### config.mk
export PLATFORM = sky130hd
export DESIGN_NAME = csr_sequencer
export DESIGN_NICKNAME = d
export VERILOG_FILES = /design/src/rtl/csr_sequencer_pkg.sv /design/src/rtl/csr_sequencer.sv
export SDC_FILE = /design/constraint.sdc
export NUM_CORES = 1
export LEC_CHECK = 0
export CORE_ASPECT_RATIO = 1.2
export CORE_MARGIN = 1.5
export CORE_UTILIZATION = 35
export DETAILED_ROUTE_END_ITERATION = 6
export PLACE_DENSITY = 0.74
export SYNTH_ARGS = -nofsm -noshare
export SYNTH_HDL_FRONTEND = slang
export SYNTH_SLANG_ARGS = --single-unit
### constraint.sdc
create_clock -name cpu_clock_i -period 3 [get_ports cpu_clock_i]
set_input_delay 0.6 -clock cpu_clock_i [delete_from_list [all_inputs] [get_ports cpu_clock_i]]
set_output_delay 0.6 -clock cpu_clock_i [all_outputs]
set_load 0.05 [all_outputs]
### src/rtl/csr_sequencer_pkg.sv
// Shared types for the Zicsr issue sequencer.
// funct3 codes, csrfile opcodes, FSM states and operand helpers.
package biriq_csr_pkg;

    localparam int CSR_ADDR_W = 12;

    localparam logic [2:0] F3_RW  = 3'b001;
    localparam logic [2:0] F3_RS  = 3'b010;
    localparam logic [2:0] F3_RC  = 3'b011;
    localparam logic [2:0] F3_RWI = 3'b101;
    localparam logic [2:0] F3_RSI = 3'b110;
    localparam logic [2:0] F3_RCI = 3'b111;

    typedef enum logic [1:0] {
        CSR_OP_NONE = 2'b00,
        CSR_OP_RW   = 2'b01,
        CSR_OP_RS   = 2'b10,
        CSR_OP_RC   = 2'b11
    } csr_op_e;

    typedef enum logic [2:0] {
        S_IDLE,
        S_WAIT_HEAD,
        S_ISSUE,
        S_WAIT_DONE,
        S_WB
    } seq_state_e;

    // Set/clear forms with x0 / zimm=0 only read the CSR.
    function automatic logic csr_wr_intent(
        input logic [2:0] f3,
        input logic [4:0] idx
    );
        return (f3[1:0] == CSR_OP_RW) || (idx != 5'd0);
    endfunction

    // Immediate forms use the rs1 field as a zero-extended zimm.
    function automatic logic [31:0] csr_operand(
        input logic [2:0]  f3,
        input logic [31:0] rs1_data,
        input logic [4:0]  idx
    );
        return f3[2] ? {27'd0, idx} : rs1_data;
    endfunction

endpackage

### src/rtl/csr_sequencer.sv
// Issue-side sequencer for Zicsr ops: waits for ROB head, fires one
// csrfile request, collects the old value and returns a writeback.
module csr_sequencer
    import biriq_csr_pkg::*;
#(
    parameter int ROB_W = 6,
    parameter int REG_W = 6
) (
    input  logic                  cpu_clock_i,
    input  logic                  cpu_reset_n_i,
    input  logic                  uop_valid_i,
    output logic                  uop_ready_o,
    input  logic [2:0]            uop_funct3_i,
    input  logic [CSR_ADDR_W-1:0] uop_csr_i,
    input  logic [31:0]           uop_rs1_data_i,
    input  logic [4:0]            uop_rs1_idx_i,
    input  logic [REG_W-1:0]      uop_prd_i,
    input  logic [ROB_W-1:0]      uop_rob_i,
    input  logic [ROB_W-1:0]      rob_head_i,
    input  logic                  flush_i,
    output logic [31:0]           csr_data_o,
    output logic [CSR_ADDR_W-1:0] csr_addr_o,
    output logic [1:0]            csr_opcode_o,
    output logic                  csr_wr_en_o,
    output logic                  csr_valid_o,
    input  logic                  csr_done_i,
    input  logic                  csr_excp_i,
    input  logic [31:0]           csr_rdata_i,
    output logic                  wb_valid_o,
    output logic [REG_W-1:0]      wb_prd_o,
    output logic [31:0]           wb_data_o,
    output logic [ROB_W-1:0]      wb_rob_o,
    output logic                  wb_excp_o
);

    seq_state_e            r_state;
    logic                  r_ready;
    logic                  r_csr_valid;
    logic                  r_wb_valid;
    logic                  r_squash;
    logic [31:0]           r_data;
    logic [CSR_ADDR_W-1:0] r_addr;
    csr_op_e               r_op;
    logic                  r_wr_en;
    logic [REG_W-1:0]      r_prd;
    logic [ROB_W-1:0]      r_rob;
    logic [31:0]           r_wb_data;
    logic                  r_wb_excp;

    logic                  w_head_hit;
    logic                  w_kill;

    assign w_head_hit = (r_rob == rob_head_i);
    assign w_kill     = r_squash | flush_i;

    assign uop_ready_o  = r_ready;
    assign csr_valid_o  = r_csr_valid;
    assign csr_data_o   = r_data;
    assign csr_addr_o   = r_addr;
    assign csr_opcode_o = r_op;
    assign csr_wr_en_o  = r_wr_en;
    // A flush landing in the WB cycle itself still cancels the writeback.
    assign wb_valid_o   = r_wb_valid & ~flush_i;
    assign wb_prd_o     = r_prd;
    assign wb_rob_o     = r_rob;
    assign wb_data_o    = r_wb_data;
    assign wb_excp_o    = r_wb_excp;

    // Sequencer FSM with registered request/writeback outputs.
    always_ff @(posedge cpu_clock_i or negedge cpu_reset_n_i) begin
        if (!cpu_reset_n_i) begin
            r_state     <= S_IDLE;
            r_ready     <= 1'b1;
            r_csr_valid <= 1'b0;
            r_wb_valid  <= 1'b0;
            r_squash    <= 1'b0;
            r_data      <= '0;
            r_addr      <= '0;
            r_op        <= CSR_OP_NONE;
            r_wr_en     <= 1'b0;
            r_prd       <= '0;
            r_rob       <= '0;
            r_wb_data   <= '0;
            r_wb_excp   <= 1'b0;
        end else begin
            r_csr_valid <= 1'b0;
            r_wb_valid  <= 1'b0;
            unique case (r_state)
                S_IDLE: begin
                    if (uop_valid_i && !flush_i) begin
                        r_data   <= csr_operand(uop_funct3_i,
                                                uop_rs1_data_i,
                                                uop_rs1_idx_i);
                        r_addr   <= uop_csr_i;
                        r_op     <= csr_op_e'(uop_funct3_i[1:0]);
                        r_wr_en  <= csr_wr_intent(uop_funct3_i,
                                                  uop_rs1_idx_i);
                        r_prd    <= uop_prd_i;
                        r_rob    <= uop_rob_i;
                        r_squash <= 1'b0;
                        r_ready  <= 1'b0;
                        r_state  <= S_WAIT_HEAD;
                    end
                end
                S_WAIT_HEAD: begin
                    if (flush_i) begin
                        r_ready <= 1'b1;
                        r_state <= S_IDLE;
                    end else if (w_head_hit) begin
                        r_csr_valid <= 1'b1;
                        r_state     <= S_ISSUE;
                    end
                end
                S_ISSUE: begin
                    if (flush_i) begin
                        r_squash <= 1'b1;
                    end
                    r_state <= S_WAIT_DONE;
                end
                S_WAIT_DONE: begin
                    if (csr_done_i) begin
                        r_wb_excp <= csr_excp_i;
                        r_wb_data <= csr_excp_i ? 32'd0 : csr_rdata_i;
                        if (w_kill) begin
                            r_ready <= 1'b1;
                            r_state <= S_IDLE;
                        end else begin
                            r_wb_valid <= 1'b1;
                            r_state    <= S_WB;
                        end
                    end else if (flush_i) begin
                        r_squash <= 1'b1;
                    end
                end
                S_WB: begin
                    r_ready <= 1'b1;
                    r_state <= S_IDLE;
                end
                default: begin
                    r_ready <= 1'b1;
                    r_state <= S_IDLE;
                end
            endcase
        end
    end

endmodule

=== Word level (Yosys, flattened, before mapping) ===
Index checks and enable logic that the tools add are counted.

* $add $sub $neg: 0
* Multipliers: 0
* Div/mod/pow operators: 0
* Magnitude comparators: 0
* Eq/ne operators: 11
* Shift-type cells: 0
* Mux-type cells: 22
* Bitwise gates (word level): 4
* Reduce and logical (&&, ||, !) cells: 11

{| class="wikitable"
|+ Operator list
! operator !! number
|-
| $mux 32 || 2
|-
| $mux 3 || 5
|-
| $mux 1 || 12
|-
| $pmux 3 s4 || 1
|-
| $ne 2x2->1 const B || 5
|-
| $eq 3x2->1 const B || 2
|-
| $eq 6x6->1 || 1
|-
| $reduce_and 3->1 || 2
|-
| $reduce_and 5->1 || 1
|-
| $reduce_bool 5->1 || 1
|-
| $pmux 1 s4 || 1
|-
| $reduce_and 2->1 || 2
|-
| $eq 3x1->1 const B || 1
|-
| $logic_not 3->1 || 1
|-
| $ne 3x3->1 const B || 1
|-
| $pmux 1 s3 || 1
|-
| $reduce_bool 3->1 || 1
|-
| $eq 2x1->1 const B || 1
|-
| $not 1->1 || 2
|-
| $and 1x1->1 || 1
|-
| $logic_and 1x1->1 || 1
|-
| $logic_not 1->1 || 1
|-
| $logic_or 1x1->1 || 1
|-
| $or 1x1->1 || 1
|}

* Register bits: 99
* Bits in latches: 0
* Bits in writable memories: 0
* Bits in read-only memories: 0
* Input port bits: 108
* Output and inout port bits: 95
* Word-level logic and storage cells: 61
* Memories kept: 0

=== Longest topological paths before layout ===
* Depth in word-level cells: 4
* Gate-level depth with buffers: 6

=== Least setup slack after synthesis ===
No wires, ideal clock.

* Kind: input to output
* Start: in flush_i
* End: out wb_valid_o
* Data arrival time: 1.414 ns
* Required time: 2.400 ns
* Path slack: 0.986 ns
* Cell stages on the path: 2
* Path buffers: 1
* Cell sequence: buf_6 > nor2b_1

* Word-level cells in the longest chain between the ends: 2

{| class="wikitable"
|+ Ends and longest elaborated chain
! what !! RTL line !! source
|-
| from (decl) || csr_sequencer.sv:20 || <nowiki>input logic flush_i,</nowiki>
|-
| $not 1->1 || csr_sequencer.sv:63 || <nowiki>assign wb_valid_o = r_wb_valid & ~flush_i;</nowiki>
|-
| $and 1x1->1 || csr_sequencer.sv:63 ||
|-
| to (decl) || csr_sequencer.sv:29 || <nowiki>output logic wb_valid_o,</nowiki>
|}

Every way passes these cells.

=== Worst setup path after layout ===
* Start: in flush_i
* End: reg r_addr[5], in the netlist csr_addr_o[5]

* Word-level cells in the longest chain between the ends: 3

{| class="wikitable"
|+ Ends and longest elaborated chain
! what !! RTL line !! source
|-
| $logic_not 1->1 || csr_sequencer.sv:90 || <nowiki>if (uop_valid_i && !flush_i) begin</nowiki>
|-
| $logic_and 1x1->1 || csr_sequencer.sv:90 ||
|-
| $reduce_and 2->1 (no source line) || - ||
|-
| to (signal assigned) || csr_sequencer.sv:94 || <nowiki>r_addr <= uop_csr_i;</nowiki>
|-
| to (decl) || csr_sequencer.sv:42 || <nowiki>logic [CSR_ADDR_W-1:0] r_addr;</nowiki>
|}

Every way passes these cells.
A chain may end at the register's enable or synchronous reset.

==> impl.org <==
** CTS
- CTS Buffer Depth :: 2
- TritonCTS clock tree :: yes
- Number of resized instances in the post-cts repair step :: 0
- Clock tree synthesis found a total of 99 sinks.
- The root buffer cell chosen for the clock tree is sky130_fd_sc_hd__clkbuf_16.
- In this run, CTS created clock tree buffers numbering 9.
- H-tree depth :: 3
- Number of post-CTS setup repair buffers :: 0
- The clock reaches the later pin of the worst-skew pair after 0.33 ns.
- Clock-pin slew was measured on the worst setup and hold paths at 0.06 ns.
- Buffers inserted to repair hold after CTS numbered 0.

** Global routing
- Initial antenna violation count :: 0
- For this run the aggregate overflow at the end of global routing stands at 0.
- Global-route wire length before repair :: 18300 um
- Pin count of the biggest net entering global routing :: 55
- The number of global-route vias before repair was 3544.
- Met3 capacity usage during global routing :: 6.12%
- met2 is the most crowded layer.
- Met2 track utilization from global routing :: roughly 30%
- Global routing used 17.3% of the available tracks across all layers.
- For met1 alone, demand over resource in global routing was a little over a fifth.

** Critical path
- STA classifies the critical path startpoint as an input pin.
- Critical path capture point type :: register
- Largest fanout on the critical path :: 13
- CP cell instances :: clkdlybuf4s50_1 > nor4b_4 > and2_4 > buf_4 > mux2_1
- Highest-delay cell along the critical path :: sky130_fd_sc_hd__clkdlybuf4s50_1
- For the worst setup path, the data required time is 3.22 ns.
- The worst setup path is of the in -> reg kind.
- Family of cells with the greatest summed delay on the critical path :: buffers and inverters
- Count of buffer and inverter cells on the critical path :: 2
- Data on the critical path arrives at its endpoint at 2.53 ns.
- Largest stage delay, worst path :: 0.59 ns

** Timing
- Max Freq :: 432 MHz
- Across the routed clock network, the largest skew measured is approximately 0.0056 ns.
- Of the available clock period, the critical path in the final layout requires 77.1%.
- The worst pin sits at a relative slew slack of between 40% and 50%.
- Final Max Slew Viols :: 0
- Final setup TNS :: 0 ns
- Final hold violations :: 0
- Setup violations remaining at the end of the flow were counted as 0.
- The worst path meets setup with approximately 0.69 ns of slack.
- Subtracting the final worst setup slack from the clock period gives between 2 and 2.5 ns.
- Setup repair after global routing missed its margin :: false
- For the pin with the worst max-slew slack, the measured transition is between 0.8 and 0.9 ns.
- Minimum hold slack :: approximately 0.26 ns

** Pwr
- The worst-case IR drop observed on VDD is 0.000597 V.
- Leakage Power :: slightly below 0.003 uW
- Pwr/cell area :: 1090 nW/um^2
- Tot Pwr :: 7560 uW

** Cells and area
- Commonest non-fill, non-tap cell in the layout :: sky130_fd_sc_hd__clkdlybuf4s50_1
- Final instance area :: a little under 7000 sq um
- Relative to the synthesized area, the layout overhead comes to 54.0%.
- The repair_antennas step left the layout with diodes totalling 0.
- Fillers :: 1096
- In the final design database the tool counted 660 nets.
- Layout cell share with drive strength beyond 1 :: 14.7%
- Top library cells by usage in the layout, fill and taps aside :: sky130_fd_sc_hd__clkdlybuf4s50_1, sky130_fd_sc_hd__dfrtp_1, sky130_fd_sc_hd__mux2_4

** Drt
- Per-cell via count in the routed design :: 4.70
- After detailed routing, the average wire length per cell comes to 16.1 um.
- For this run, design rule violations remaining after detail routing come to 0.
- Drt first pass iters :: 4
- Iteration-0 DRC Markers :: 112
- The routed layout has between 3k and 4k vias.
- Post-Route WL :: 11600 um
- Residual antenna-violating net count after detailed routing :: 0

** Die
- During I/O placement, the number of pins put on the boundary was about 200.
- Die Ht :: 127 um
- In this run the core area contains 45 standard-cell rows.
- Overall die area :: ~14000 sq um
- Initial core utilization :: a little over a third
- Width of the chip :: 106 um
- Std-Cell Core Area :: around 13000 sq um

** Flow run
- Total of max-cap violations :: 0

** Placement
- Placement-stage worst setup slack :: 0.318 ns
- Dpl hpwl :: 8570 um
- Placed cell area :: 6620 sq um
- At the end of routability-driven placement, the weighted congestion stood at 0.741.
- Total of buffers placed on input and output ports :: slightly above 200

** Synth
- Cells after Synth :: 352
- Synthesized area divided by synthesized cell count :: 12.8 sq um
- Yosys mapped a number of flops with a built-in enable equal to 0.
- The synthesized design contains 99 register bits.
- Syn. warnings :: 0
- Fraction of registers with async set/reset :: 100%
- The number of nets in the synthesized netlist is 460.
- Syn Std Cell Area :: roughly 4500 sq um
- Ys flop type :: sky130_fd_sc_hd__dfrtp_1
- Summing the sequential cell areas from Yosys gives around 55% of the chip area.
- Synth cell types :: 36

** Run status
- The run finished with clean final reports.

** Min path
- The path class of the tightest hold or removal check is in -> async.
[cell type report]
| type | count | area, sq um | area share, % |
|---|---|---|---|
| tap | 164 | 205 | 2.96 |
| timing repair buffer | 211 | 2120 | 30.6 |
| multi-input combinational | 229 | 1810 | 26.1 |
| inverter | 2 | 7.51 | 0.108 |
| sequential | 99 | 2480 | 35.8 |
| clock buffer | 11 | 253 | 3.65 |
| clock inverter | 4 | 50.0 | 0.723 |
[kinds of logic (layout without fill, tap and decap cells)]
family / after synthesis / count (layout) / share of synthesized area, %
AOI/OAI and AO/OA: 53 / 53 / 6.26
xor gates and xnor gates: 6 / 6 / 1.17
buffers and inverters: 24 / 228 / 4.62
DFF: 99 / 99 / 55.1
muxes: 59 / 59 / 18.8
and+or+nand+nor: 111 / 111 / 14.0
[synthesized netlist by cell type, types with 5 or more instances]
library cell,instances,area [sq um]
sky130_fd_sc_hd__nand2b_1,34,213
sky130_fd_sc_hd__nor2b_1,28,175
sky130_fd_sc_hd__buf_12,6,120
sky130_fd_sc_hd__clkbuf_1,12,45.0
sky130_fd_sc_hd__dfrtp_1,98,2450
sky130_fd_sc_hd__mux2i_1,5,50.1
sky130_fd_sc_hd__mux2_4,50,751
sky130_fd_sc_hd__nand2_1,36,135
sky130_fd_sc_hd__o21ai_0,33,165
sky130_fd_sc_hd__a21oi_1,13,65.1
sky130_fd_sc_hd__xnor2_1,6,52.6
[power by group]
part           internal (uW)  switching [uW]  leakage, uW
clock                    686             475     0.000144
sequential              1880             361      0.00127
combinational           1620            2530      0.00153
total                   4190            3370      0.00294
[final timing paths]
path	cells after the start	end	slack, ns	startpoint
max	5	csr_addr_o[5]	0.69	flush_i
min	1	csr_addr_o[7]	0.26	cpu_reset_n_i
max reg2reg	4	csr_addr_o[5]	1.14	r_state[1]
min reg2reg	2	wb_data_o[22]	0.48	wb_data_o[22]
max in group asynchronous	2	uop_ready_o	1.99	cpu_reset_n_i
min in group cpu_clock_i	2	wb_data_o[22]	0.48	wb_data_o[22]
[registers in the layout (all words and copies together) (netlist names), 2 cells and up]
signal,cells
csr_opcode_o,2
csr_addr_o,12
csr_data_o,32
wb_prd_o,6
wb_data_o,32
r_state,3
wb_rob_o,6
[worst reg2reg max path: cells and delay by family, from the launching register on]
| family | cells | cell delay (ns) |
|---|---|---|
| buffers and inverters | 1 | 0.30 |
| DFF | 1 | 0.49 |
| muxes | 1 | 0.34 |
| and+or+nand+nor | 2 | 0.61 |
[routing by layer]
metal	routed length, um	vias up
met3	1040	9
li1	-	1578
met2	5630	150
met4	131	0
met1	4790	1648
met5	0	-
[through the flow]
step | utilization [%] | instances
floorplan | - | 352
global placement | 52.5 | 705
detailed placement | 52.5 | 705
CTS | 54.9 | 720
global route | 54.9 | 720
finish | 54.9 | 720
Power figures use the tool's default switching activity.
